File: config.mk
export PLATFORM = sky130hd
export DESIGN_NAME = branch_redirect_unit
export DESIGN_NICKNAME = d
export VERILOG_FILES = /design/src/rtl/branch_redirect_unit.sv
export SDC_FILE = /design/constraint.sdc
export NUM_CORES = 1
export LEC_CHECK = 0
export CORE_UTILIZATION = 50
export CTS_CLUSTER_SIZE = 40
export DETAILED_ROUTE_END_ITERATION = 10
export PLACE_DENSITY = 0.81
export SYNTH_ARGS = -nofsm -noshare
export SYNTH_HDL_FRONTEND = slang
export SYNTH_SLANG_ARGS = --single-unit
File: constraint.sdc
create_clock -name clk -period 3.8 [get_ports clk]
set_input_delay 0.95 -clock clk [delete_from_list [all_inputs] [get_ports clk]]
set_output_delay 0.95 -clock clk [all_outputs]
set_load 0.05 [all_outputs]
File: src/rtl/branch_redirect_unit.sv
// Program counter owner for the pipeline: redirects fetch on taken EX-stage branches,
// squashes wrong-path instructions with a timed flush, and keeps saturating branch statistics.
module branch_redirect_unit #(
   parameter logic [63:0] RESET_PC     = 64'h0,
   parameter int unsigned FLUSH_CYCLES = 2,
   parameter int unsigned CNT_W        = 32
) (
   input  logic             clk,
   input  logic             reset,
   input  logic             branch_ex,
   input  logic             branch_almost_final,
   input  logic [63:0]      pc_ex,
   input  logic [63:0]      imm_ex,
   input  logic             stall,
   output logic [63:0]      pc_out,
   output logic             flush,
   output logic             redirect,
   output logic [CNT_W-1:0] branch_count,
   output logic [CNT_W-1:0] taken_count
);

   typedef enum logic [0:0] {
      ST_RUN   = 1'b0,
      ST_FLUSH = 1'b1
   } state_t;

   // The flush counter is preloaded with one less than the flush length because
   // the redirect cycle itself is the first flushed cycle.
   localparam logic [2:0] FCNT_INIT = 3'(FLUSH_CYCLES - 1);

   state_t           r_state;
   state_t           w_state_nxt;
   logic [63:0]      r_pc;
   logic [63:0]      w_pc_nxt;
   logic             r_flush;
   logic             w_flush_nxt;
   logic             r_redirect;
   logic             w_redirect_nxt;
   logic [2:0]       r_fcnt;
   logic [2:0]       w_fcnt_nxt;
   logic [CNT_W-1:0] r_branch_cnt;
   logic [CNT_W-1:0] w_branch_cnt_nxt;
   logic [CNT_W-1:0] r_taken_cnt;
   logic [CNT_W-1:0] w_taken_cnt_nxt;

   logic             w_take;
   logic [63:0]      w_target;
   logic [63:0]      w_pc_seq;

   function automatic logic [CNT_W-1:0] sat_inc(input logic [CNT_W-1:0] val);
      logic [CNT_W-1:0] res;
      if (val == {CNT_W{1'b1}}) begin
         res = val;
      end else begin
         res = val + CNT_W'(1);
      end
      return res;
   endfunction

   assign w_take   = branch_ex & branch_almost_final;
   assign w_target = pc_ex + (imm_ex << 1);
   assign w_pc_seq = stall ? r_pc : (r_pc + 64'd4);

   // Next-state, next-PC, flush sequencing and statistics update.
   always_comb begin
      w_state_nxt      = r_state;
      w_pc_nxt         = r_pc;
      w_flush_nxt      = r_flush;
      w_redirect_nxt   = 1'b0;
      w_fcnt_nxt       = r_fcnt;
      w_branch_cnt_nxt = r_branch_cnt;
      w_taken_cnt_nxt  = r_taken_cnt;

      case (r_state)
         ST_RUN: begin
            if (w_take) begin
               w_pc_nxt       = w_target;
               w_redirect_nxt = 1'b1;
               w_flush_nxt    = 1'b1;
               w_fcnt_nxt     = FCNT_INIT;
               w_state_nxt    = ST_FLUSH;
            end else begin
               w_pc_nxt       = w_pc_seq;
               w_flush_nxt    = 1'b0;
               w_state_nxt    = ST_RUN;
            end

            // Stall never blocks acceptance, so counting depends on branch inputs only.
            if (branch_ex) begin
               w_branch_cnt_nxt = sat_inc(r_branch_cnt);
            end else begin
               w_branch_cnt_nxt = r_branch_cnt;
            end

            if (w_take) begin
               w_taken_cnt_nxt = sat_inc(r_taken_cnt);
            end else begin
               w_taken_cnt_nxt = r_taken_cnt;
            end
         end

         ST_FLUSH: begin
            // Branch inputs here belong to wrong-path instructions and are ignored.
            w_pc_nxt = w_pc_seq;
            if (r_fcnt == 3'd0) begin
               w_flush_nxt = 1'b0;
               w_state_nxt = ST_RUN;
            end else begin
               w_flush_nxt = 1'b1;
               w_fcnt_nxt  = r_fcnt - 3'd1;
            end
         end

         default: begin
            w_state_nxt = ST_RUN;
            w_flush_nxt = 1'b0;
            w_fcnt_nxt  = 3'd0;
         end
      endcase
   end

   // State and output registers; reset drops flush immediately.
   always_ff @(posedge clk or negedge reset) begin
      if (!reset) begin
         r_state      <= ST_RUN;
         r_pc         <= RESET_PC;
         r_flush      <= 1'b0;
         r_redirect   <= 1'b0;
         r_fcnt       <= 3'd0;
         r_branch_cnt <= {CNT_W{1'b0}};
         r_taken_cnt  <= {CNT_W{1'b0}};
      end else begin
         r_state      <= w_state_nxt;
         r_pc         <= w_pc_nxt;
         r_flush      <= w_flush_nxt;
         r_redirect   <= w_redirect_nxt;
         r_fcnt       <= w_fcnt_nxt;
         r_branch_cnt <= w_branch_cnt_nxt;
         r_taken_cnt  <= w_taken_cnt_nxt;
      end
   end

   assign pc_out       = r_pc;
   assign flush        = r_flush;
   assign redirect     = r_redirect;
   assign branch_count = r_branch_cnt;
   assign taken_count  = r_taken_cnt;

endmodule

==> summary.md, run 1 <==
| Metric | Value |
|---|---|
| Root Driver | `clkbuf_16` |
| Max rail drop VDD | `0.430 mV` |
| Antenna-violating nets left | `0` |
| Max clock buf depth | `2` |
| Register bit total from synthesis | `133` |
| Iter 0 DRT Violations | `675` |
| Final Cell Area | `14700 µm²` |
| Critical Path Sink Type | `flop` |
| Mean Syn Cell Area | `8.43 µm²` |
| Cell Rows | `52` |
| Ys Warns | `0` |
| Post-Syn Nets | `1426` |
| Total routed wirelength | `30500 µm` |
| Crit path max fanout | `4` |
| WP data required | `4.13 ns` |
| Layout cells sized above 1 | `0.130` |
| Area of the multi-input gates | `6770 µm²` |
| Placed Instance Area | `13900 µm²` |
| Status | `finished, final reports clean` |
| Setup violators final | `0` |
| EDFF count, synth | `0` |
| Yosys cell types | `71` |
| Gpl congestion | `0.928` |
| Area growth, synth to finish | `42.5%` |
| Max-slew headroom | `0.438` |
| Max cap viols | `0` |
| Syn Inst Count | `1225` |
| Buffers on Ports | `261` |
| DIE AREA | `21200 µm²` |
| Die Wd | `146 µm` |
| Final Max Tran Viols | `0` |
| Crit start category | `input port` |
| Max Freq | `267 MHz` |
| Critical path class | `input port to flop` |
| Worst setup slack after placement | `-0.684 ns` |
| Hold Crit Class | `flop to flop` |
| Top_reg_cell synth | `dfrtp_1` |
| Num Clock Sinks | `133` |
| R2r setup slk | `0.84 ns` |
| Antenna cell count | `0` |
| Crit path launch | `imm_ex[2]` |
| Core box area | `20200 µm²` |
| # IOs | `263` |
| Power density over the cells | `564 nW/µm²` |
| Worst-Skew Late Latency | `0.41 ns` |
| Skew final | `0.00973 ns` |
| Reg2reg path depth | `9` |
| GRT overflow | `0` |
| Final worst slack | `0.0592 ns` |
| Initial core utilization | `0.510` |
| Mapped Area | `10300 µm²` |
| Total power | `8.31 mW` |
| Async SR Flop Fraction | `1.00` |
| Fin crit share | `0.984` |
| Worst-margin pin slew | `0.843 ns` |
| Lkg Pwr | `6.43 nW` |
| Vias in the first global route | `10250` |
| Total CTS buffers | `17` |
| Total track usage | `0.285` |
| Crit path time final | `3.74 ns` |
| Initial antenna violation count | `0` |
| DR vias/cell | `5.67` |
| Reg2reg end | `pc_out[59]$_DFF_PN0_` |
| Post-detail-place hpwl | `23100 µm` |
| Die outline height | `146 µm` |
| Final hold vios | `0` |
| # H-tree levels | `4` |
| # DRC | `0` |
| Sequential element share of the synthesized area | `0.322` |
| Via count | `10571` |
| FF/Latch Area | `3330 µm²` |
| Clock transition at the registers of the reported paths | `0.06 ns` |
| First-pass GRT wire length | `49300 µm` |
| Worst Setup EP | `pc_out[54]$_DFF_PN0_` |
| Mean routed wirelength per cell | `16.3 µm` |
| Critical R2R Launch | `pc_out[9]$_DFF_PN0_` |
| CTS tree | `built` |
| Number of fillers in the final layout | `1532` |
| Number of hold buffers added after cts | `0` |
| Fin nets | `1782` |
| Largest net degree at the start of global routing | `84` |
| Arr. time, crit path | `4.07 ns` |
| Pre-antenna DRT Iters | `5` |
[through the flow]
step	TNS [ns]	std cells	utilization	hold slack, ns
4_1_cts	0	1859	0.717	0.492
3_3_place_gp	-5.75	1822	0.685	0.459
2_1_floorplan	0	1225	-	0.469
6_report	0	1864	0.727	0.490
5_1_grt	-0.0633	1864	0.727	0.518
3_5_place_dp	-7.32	1822	0.685	0.485
[timing repair]
item / 4_1_cts / 5_1_grt
resized for setup: 10 / 31
pin swaps: 12 / 23
setup endpoints to repair: 5 / 17
buffers inserted: 6 / 6
[sequential cells by signal (all words and copies together), names as in the netlist]
| name | cells |
|---|---|
| pc_out | 64 |
| taken_count | 32 |
| redirect | 1 |
| flush | 1 |
| r_fcnt | 3 |
| branch_count | 32 |
[worst min path at each step]
stage / startpoint / slack (ns) / depth (start not counted) / to
final: branch_count[5]$_DFFE_PN0P_ / 0.49 / 1 / branch_count[5]$_DFFE_PN0P_
after global routing: taken_count[11]$_DFFE_PN0P_ / 0.52 / 1 / taken_count[11]$_DFFE_PN0P_
after CTS: taken_count[11]$_DFFE_PN0P_ / 0.49 / 1 / taken_count[11]$_DFFE_PN0P_
after detailed placement: taken_count[11]$_DFFE_PN0P_ / 0.48 / 1 / taken_count[11]$_DFFE_PN0P_
after global placement: pc_out[0]$_DFFE_PN0P_ / 0.46 / 2 / pc_out[0]$_DFFE_PN0P_
after floorplan: r_fcnt[1]$_DFFE_PN0P_ / 0.47 / 2 / r_fcnt[1]$_DFFE_PN0P_
[logic make-up (layout without fill, tap and decap cells)]
family          after synthesis  count (layout)  synth area share
flops                       133             133             0.322
simple gates                461             461             0.220
fa+ha+maj                    68              68            0.0831
buf+inv                      77             446            0.0401
xor+xnor                    174             174             0.148
compound gates              307             307             0.182
mux                           5               5           0.00509
[routing by layer]
layer | wire, µm | GRT usage
met1 | 12900 | 0.372
met4 | 778 | 0.106
met2 | 14700 | 0.482
met3 | 2120 | 0.0389
met5 | 0 | 0
[power breakdown]
part           switching, mW  leakage [nW]  internal (mW)
registers              0.581          1.71           1.83
clock network          0.642         0.277          0.973
logic                   2.66          4.44           1.62
[Yosys cell counts (all sizes together) (24+ instances only)]
master  instances  share of area
nand2         162          0.060
dfrtp         133           0.32
xnor2         109          0.092
o21ai          99          0.048
a21oi          94          0.046
nor2           73          0.027
ha             67          0.081
xor2           65          0.055
nand3          61          0.030
nand4          50          0.030
and3           42          0.026
clkbuf         41          0.024
a21o           30          0.022
inv            24         0.0087
[layout make-up]
| type | instances | area share |
|---|---|---|
| multi-input combinational | 1015 | 0.460 |
| timing repair buffer | 390 | 0.245 |
| sequential | 133 | 0.226 |
| clock buffer | 18 | 0.0292 |
| tap | 270 | 0.0230 |
| clock inverter | 14 | 0.0105 |
| inverter | 24 | 0.00612 |
[cells in the final DEF, fill, tap and decap left out, drive strengths merged, types with 6 or more instances in the layout]
master,n
o21bai,14
o21ai,99
nor2b,7
nor2,73
a31oi,10
and4,11
nor3,15
nand2b,11
o31ai,8
clkinv,6
or3,7
xnor2,109
o21a,10
a21o,30
buf,130
ha,67
and3,42
nand4,50
o211ai,9
a21oi,94
nand2,162
inv,27
xor2,65
dfrtp,133
clkdlybuf4s50,253
and2,7
clkbuf,18
nand3,61
[worst max-delay path, stage by stage]
cell	delay, ns
clkdlybuf4s50_1	0.41
ha_1	0.32
buf_4	0.11
buf_4	0.10
o21ai_0	0.09
o21ai_1	0.20
nand2_1	0.12
o211ai_1	0.32
a21oi_2	0.16
o21ai_2	0.27
o31ai_4	0.12
o31a_1	0.37
or3_1	0.36
a31oi_1	0.16
No activity file was read; power rests on OpenSTA's default activity.
==> run 2: changes to the inputs <==
--- a/config.mk
+++ b/config.mk
@@ -9,6 +9,7 @@
 export CTS_CLUSTER_SIZE = 40
 export DETAILED_ROUTE_END_ITERATION = 10
 export PLACE_DENSITY = 0.81
+export SLEW_MARGIN = 15
 export SYNTH_ARGS = -nofsm -noshare
 export SYNTH_HDL_FRONTEND = slang
 export SYNTH_SLANG_ARGS = --single-unit
==> results of run 2 <==
The final DEF is identical to that of run 1; final timing and power are the same.
